--- src/rtl/alu_arbiter.sv ---
// alu_arbiter
//   Shares one registered ALU between two requesters (port 0: execute stage,
//   port 1: address/branch helper). Requests are arbitrated, the winner's
//   operands drive the ALU, the one-cycle in-flight op is tracked, and results
//   are buffered in a 2-entry in-order FIFO and returned to the originating
//   port.
//
//   Build option: define ALU_ARB_RR_EN for round-robin arbitration on
//   contention; otherwise port 0 has fixed priority.
//
// Ports
//   clk, rst                        clock, synchronous active-high reset
//   req{0,1}_valid/_ready           request handshake
//   req{0,1}_op1/_op2/_op           request operands and ALU op code
//   rsp{0,1}_valid/_ready/_data     response handshake and result
//   alu_op1/alu_op2/alu_op          ALU inputs (zero when not issuing)
//   alu_out                         ALU registered result, one cycle after issue
module alu_arbiter #(
  parameter int DATA_W = 32,
  parameter int OP_W   = 5
) (
  input  logic              clk,
  input  logic              rst,
  input  logic              req0_valid,
  output logic              req0_ready,
  input  logic [DATA_W-1:0] req0_op1,
  input  logic [DATA_W-1:0] req0_op2,
  input  logic [OP_W-1:0]   req0_op,
  output logic              rsp0_valid,
  input  logic              rsp0_ready,
  output logic [DATA_W-1:0] rsp0_data,
  input  logic              req1_valid,
  output logic              req1_ready,
  input  logic [DATA_W-1:0] req1_op1,
  input  logic [DATA_W-1:0] req1_op2,
  input  logic [OP_W-1:0]   req1_op,
  output logic              rsp1_valid,
  input  logic              rsp1_ready,
  output logic [DATA_W-1:0] rsp1_data,
  output logic [DATA_W-1:0] alu_op1,
  output logic [DATA_W-1:0] alu_op2,
  output logic [OP_W-1:0]   alu_op,
  input  logic [DATA_W-1:0] alu_out
);

  logic              vld_p1;
  logic              id_p1;
  logic [DATA_W-1:0] fifo_data [2];
  logic              fifo_id   [2];
  logic              wr_ptr;
  logic              rd_ptr;
  logic [1:0]        fifo_cnt;
  logic              head_id;
  logic              push;
  logic              pop;
  logic [1:0]        cnt_after_pop;
  logic              can_issue;
  logic              grant;
  logic              issue;
`ifdef ALU_ARB_RR_EN
  logic              last_grant;
`endif

  // ---- stage p0: arbitration and ALU drive ----
  always_comb begin
    head_id    = fifo_id[rd_ptr];
    rsp0_valid = (fifo_cnt != 2'd0) && !head_id;
    rsp1_valid = (fifo_cnt != 2'd0) && head_id;
    rsp0_data  = fifo_data[rd_ptr];
    rsp1_data  = fifo_data[rd_ptr];
    pop        = (rsp0_valid && rsp0_ready) || (rsp1_valid && rsp1_ready);
    push       = vld_p1;

    // Only issue when a FIFO slot is guaranteed free on landing, so the
    // registered ALU result never has to be held.
    cnt_after_pop = fifo_cnt - {1'b0, pop};
    can_issue     = !rst && ((cnt_after_pop + {1'b0, vld_p1}) <= 2'd1);

    grant = 1'b0;
    if (req0_valid && req1_valid) begin
`ifdef ALU_ARB_RR_EN
      grant = ~last_grant;
`else
      grant = 1'b0;
`endif
    end else if (req1_valid) begin
      grant = 1'b1;
    end

    issue      = can_issue && (req0_valid || req1_valid);
    req0_ready = can_issue && !grant;
    req1_ready = can_issue && grant;

    alu_op1 = '0;
    alu_op2 = '0;
    alu_op  = '0;
    if (issue) begin
      alu_op1 = grant ? req1_op1 : req0_op1;
      alu_op2 = grant ? req1_op2 : req0_op2;
      alu_op  = grant ? req1_op  : req0_op;
    end
  end

  // ---- stage p1: in-flight tracking and FIFO control ----
  always_ff @(posedge clk) begin
    if (rst) begin
      vld_p1   <= 1'b0;
      fifo_cnt <= 2'd0;
      wr_ptr   <= 1'b0;
      rd_ptr   <= 1'b0;
`ifdef ALU_ARB_RR_EN
      last_grant <= 1'b1;
`endif
    end else begin
      vld_p1   <= issue;
      fifo_cnt <= fifo_cnt + {1'b0, push} - {1'b0, pop};
      if (push) wr_ptr <= ~wr_ptr;
      if (pop)  rd_ptr <= ~rd_ptr;
`ifdef ALU_ARB_RR_EN
      if (issue) last_grant <= grant;
`endif
    end
  end

  // ---- stage p2: result storage (data path, not reset) ----
  always_ff @(posedge clk) begin
    if (issue) id_p1 <= grant;
    if (push) begin
      fifo_data[wr_ptr] <= alu_out;
      fifo_id[wr_ptr]   <= id_p1;
    end
  end

endmodule

--- config.mk ---
export PLATFORM = sky130hd
export DESIGN_NAME = alu_arbiter
export DESIGN_NICKNAME = d
export VERILOG_FILES = /design/src/rtl/alu_arbiter.sv
export SDC_FILE = /design/constraint.sdc
export NUM_CORES = 1
export LEC_CHECK = 0
export BUFFER_PORTS_ARGS = -buffer_cell sky130_fd_sc_hd__clkbuf_2
export CORE_AREA = 2 2 120 122
export DETAILED_ROUTE_END_ITERATION = 8
export DIE_AREA = 0 0 122 124
export GPL_TIMING_DRIVEN = 0
export SYNTH_ARGS = -nofsm -noshare
export SYNTH_HDL_FRONTEND = slang
export SYNTH_SLANG_ARGS = --single-unit
--- constraint.sdc ---
create_clock -name clk -period 3.7 [get_ports clk]
set_input_delay 0.74 -clock clk [delete_from_list [all_inputs] [get_ports clk]]
set_output_delay 0.74 -clock clk [all_outputs]
set_load 0.02 [all_outputs]
Yosys cells after proc, flatten, opt, wreduce, memory -nomap -nowiden
Memories as Yosys holds them, arrays and structs flattened. A register that Yosys moved wholly into a read port is not among the register bits.
Cells that the tools add are included.
{"block": "word_totals", "ff_bits": 6, "out_inout_bits": 137, "inputBits": 176, "word_cells": 43, "mem_bits_rw": 66, "memories": 2}
{"block": "classes", "addsub": 4, "bitwise_logic": 2, "reduce_logical": 15, "mux": 14, "magnitude_cmp": 1}
{"memory": "fifo_data", "depth": 2, "word_bits": 32, "read_ports": 1, "rd_ports_with_merged_regs": 1, "write_ports": 1, "line_no": "48", "rtl": "logic [DATA_W-1:0] fifo_data [2];"}
{"memory": "fifo_id", "depth": 2, "word_bits": 1, "read_ports": 1, "rd_ports_with_merged_regs": 1, "write_ports": 1, "line_no": "49", "rtl": "logic fifo_id [2];"}
{"op": "$mux W32", "count": 4}
{"op": "$mux W5", "count": 2}
{"op": "$logic_and A1 B1 Y1", "count": 9}
{"op": "$mux W1", "count": 8}
{"op": "$add A2 B1 Y2", "count": 2}
{"op": "$sub A2 B1 Y2", "count": 2}
{"op": "$logic_not A1 Y1", "count": 3}
{"op": "$le A2 B1 Y1 const B", "count": 1}
{"op": "$logic_or A1 B1 Y1", "count": 2}
{"op": "$not A1 Y1", "count": 2}
{"op": "$reduce_bool A2 Y1", "count": 1}

Longest topological paths before layout
{"block": "depth", "ltp_word": 10, "depth_mapped": 10, "ltp_nobuf": 8}

Least setup slack after synthesis
No wires, ideal clock.
{"block": "synth_path", "path_type": "input-to-output", "start": "input port rsp0_ready", "end": "output port alu_op1[21]", "slack_ns": 0.579, "t_required_ns": 2.960, "path_buffers": 1, "arrival_ns": 2.381, "stages": 9, "cell_sequence": "o21ai_0 -> mux2i_1 -> ha_1 -> inv_1 -> ha_1 -> xnor3_2 -> o211ai_4 -> buf_6 -> a21oi_1"}
{"block": "synth_between", "elab_chain_cells": 8}
{"item": "from (decl)", "line_no": "30", "rtl": "input logic rsp0_ready,"}
{"item": "$logic_and A1 B1 Y1", "line_no": "71", "rtl": "pop = (rsp0_valid && rsp0_ready) || (rsp1_valid && rsp1_ready);"}
{"item": "$logic_or A1 B1 Y1", "line_no": "71"}
{"item": "$sub A2 B1 Y2", "line_no": "76", "rtl": "cnt_after_pop = fifo_cnt - {1'b0, pop};"}
{"item": "$add A2 B1 Y2", "line_no": "77", "rtl": "can_issue = !rst && ((cnt_after_pop + {1'b0, vld_p1}) <= 2'd1);"}
{"item": "$le A2 B1 Y1", "line_no": "77"}
{"item": "$logic_and A1 B1 Y1", "line_no": "77"}
{"item": "$logic_and A1 B1 Y1", "line_no": "90", "rtl": "issue = can_issue && (req0_valid || req1_valid);"}
{"item": "$mux W32", "line_no": "97", "rtl": "if (issue) begin"}
{"item": "to (decl)", "line_no": "40", "rtl": "output logic [DATA_W-1:0] alu_op1,"}
No other way between the ends.

==> metrics.md <==
| Metric | Value |
|---|---|
| Iter 0 DRT Violations | `219` |
| Initial antenna violation count | `0` |
| Dpl hpwl | `12.72 mm` |
| DRC | `0` |
| CP Launch Type | `register` |
| Layout Cells excl Fill | `911` |
| Commonest cells after routing, fill and taps aside | `299 x clkbuf_2, 139 x nand2_1, 67 x edfxtp_1` |
| Post-route ant nets | `0` |
| CTS tree | `yes` |
| Pre-Repair DR Iteration Count | `4` |
| Avg Cell Area, Syn | `10.08 um2` |
| Layout fillers | `1397` |
| Count of final hold-check violations | `0` |
| Synth async-reset ratio | `0%` |
| Critical path's slowest cell | `dfxtp_1` |
| Dpl cells | `894` |
| Largest net degree at the start of global routing | `34` |
| Area Growth Syn to Fin | `53.90%` |
| Post-DP Area | `5859 um2` |
| Total congestion overflow | `0` |
| Clock-pin slew on the worst setup and hold paths | `0.05 ns` |
| Die Width | `122 um` |
| Core box area | `13720 um2` |
| CP Capture Type | `primary output` |
| Fin crit share | `95.58%` |
| Slew Viols, Final | `0` |
| Port bufs | `312` |
| Synth Flop Type | `edfxtp_1` |
| Crit-path max FO | `10` |
| # clock sinks | `73` |
| Slew margin rel. | `45.65%` |
| Pre-CTS setup slack | `0.2011 ns` |
| XOR/XNOR Fraction of Synth Area | `0.8045%` |
| Setup TNS | `0 ns` |
| Simple-Gate Fraction of Synth Area | `14.42%` |
| Final instance area | `6223 um2` |
| Seq. cell area | `2132 um2` |
| Measured slew at the worst slew-check pin | `0.8152 ns` |
| Std cell rows | `43` |
| GPL Wtd Cong | `0.9525` |
| Worst-Skew Late Latency | `0.32 ns` |
| R2r setup slk | `1.17 ns` |
| Min Tclk post-route | `3.536 ns` |
| Routed len/inst | `16.56 um` |
| Total track usage | `19.45%` |
| Synthesis warning total | `0` |
| Clock skew | `0.003311 ns` |
| Adder-cell share of the synthesized area | `0.6188%` |
| TritonCTS Buffers | `9` |
| Leakage | `3.055 nW` |
| Max stage delay on crit path | `0.32 ns` |
| DR vias | `4110` |
| Ant. Diodes | `0` |
| Multi-input logic area | `1494 um2` |
| Total wire length | `15.09 mm` |
| Cell count after synthesis | `401` |
| Hold buffers post-CTS | `0` |
| Vias in the first global route | `3986` |
| Die area | `15130 um2` |
| CTS root buffer | `clkbuf_16` |
| Avg Vias per Cell | `4.512` |
| Commonest non-fill, non-tap cell in the layout | `clkbuf_2` |
| EDFF count, synth | `67` |
| Final #Nets | `905` |
| Starting Density | `29.48%` |
| Final worst setup slack | `0.1636 ns` |
| Die H | `124 um` |
| Final setup viols | `0` |
| Buf/Inv on CP | `4` |
| First-pass GRT wire length | `21.67 mm` |
| Seq/Total Area, Yosys | `52.72%` |
| Complex-gate fraction of the synthesized area | `10.24%` |
| CP required | `2.96 ns` |
| WS Path Type | `reg -> out` |
| Syn nets | `579` |
| Top delay family on crit path | `buffers and inverters` |
| H-tree lvl count | `3` |
| Status | `completed` |
| Max Clk Rate | `282.8 MHz` |
| Maxcap violations | `0` |
| Synth Cell Area | `4044 um2` |
| Critical Path, Cell by Cell | `buf_6 > mux2i_4 > mux2i_2 > ha_1 > inv_1 > ha_1 > xnor3_2 > o211ai_4 > buf_6 > a21oi_1 > buf_2` |
| Largest family of logic cells by synthesized area | `simple AND/OR/NAND/NOR gates` |
| P per Cell Area | `732.4 nW/um2` |
| Max Root-Sink Buffers | `2` |
| Post-synthesis mux area share | `10.06%` |
| Worst EP arrival | `2.80 ns` |
| Yosys cell types | `25` |
| Peak VDD IR | `0.0002445 V` |
| Share of layout cells above drive strength 1 | `58.28%` |
| RSZ-0062 raised after global routing | `false` |
| I/O Pins | `313` |
| Power Total | `4.558 mW` |
| Yosys reg bits | `73` |
| Hold Crit Class | `reg -> reg` |
==> repair_timing <==
item	CTS	global route
resized for setup	2	26
setup buffers	1	1
pin swaps	0	1
setup endpoints to repair	59	37
==> worst register-to-register path: cells and delay by family, from the launching register on <==
kind / cells / cell delay, ns
flip-flops: 1 / 0.32
multiplexers: 2 / 0.54
XOR/XNOR: 1 / 0.29
AO/OA/AOI/OAI: 1 / 0.26
buffers and inverters: 4 / 0.47
adder cells (fa/ha/maj): 2 / 0.41
==> final timing paths <==
| check | endpoint | startpoint | cells after the start |
|---|---|---|---|
| hold / removal | fifo_id[1] | id_p1 | 0 |
| hold reg to reg | fifo_id[1] | id_p1 | 0 |
| setup reg to reg | id_p1 | register | 10 |
| setup / recovery | alu_op1[24] | register | 11 |
==> flip-flops by register name, indices dropped and copies added, names as in the netlist, named ones only <==
| register | cells |
|---|---|
| fifo_data | 64 |
| fifo_cnt | 2 |
| fifo_id | 2 |
| id_p1 | 1 |
| push | 1 |
| rd_ptr | 1 |
| wr_ptr | 1 |
==> synth_stat cells (3+ instances only) <==
library cell | instances | area share [%]
a21oi_1 | 59 | 7.3
a21oi_2 | 10 | 2.2
buf_2 | 5 | 0.62
buf_4 | 33 | 6.1
buf_8 | 5 | 1.9
clkbuf_1 | 13 | 1.2
dfxtp_1 | 6 | 3.0
edfxtp_1 | 67 | 50
inv_1 | 5 | 0.46
mux2_2 | 34 | 9.5
nand2_1 | 139 | 13
nor2_1 | 8 | 0.74
nor2b_1 | 3 | 0.46
==> cell type report <==
class / instances / area share [%]
plain buffers: 58 / 6.936
clock buffers: 11 / 3.739
clock inverters: 4 / 1.106
inverters: 6 / 0.3619
multi-input cells: 264 / 24.00
flip-flops and latches: 73 / 34.26
well taps: 180 / 3.619
repair buffers: 315 / 25.98
==> routing by layer <==
metal	global-route usage (%)	wire (um)
met2	34.74	7622
met1	21.14	5337
met4	5.316	206
met5	0	0
met3	8.288	1920
==> report_power, final <==
group	total, mW	switching (mW)	internal, mW	leakage (nW)
sequential	1.19	0.0562	1.13	0.667
clock	0.864	0.282	0.582	0.147
combinational	2.51	1.49	1.02	2.24
==> through the flow <==
stage	utilization (%)	hold slack (ns)
2_1_floorplan	-	0.4215
3_3_place_gp	42.50	0.4271
3_5_place_dp	42.71	0.4344
4_1_cts	45.05	0.4557
5_1_grt	45.36	0.4603
6_report	45.36	0.4537
==> cells by family (layout without fill, tap and decap cells) <==
family | count (synthesis) | after routing
compound gates | 72 | 72
xor+xnor | 2 | 2
fa+ha+maj | 2 | 2
buf+inv | 64 | 394
flops | 73 | 73
mux | 36 | 36
simple gates | 152 | 152
No activity file was read; power rests on OpenSTA's default activity.
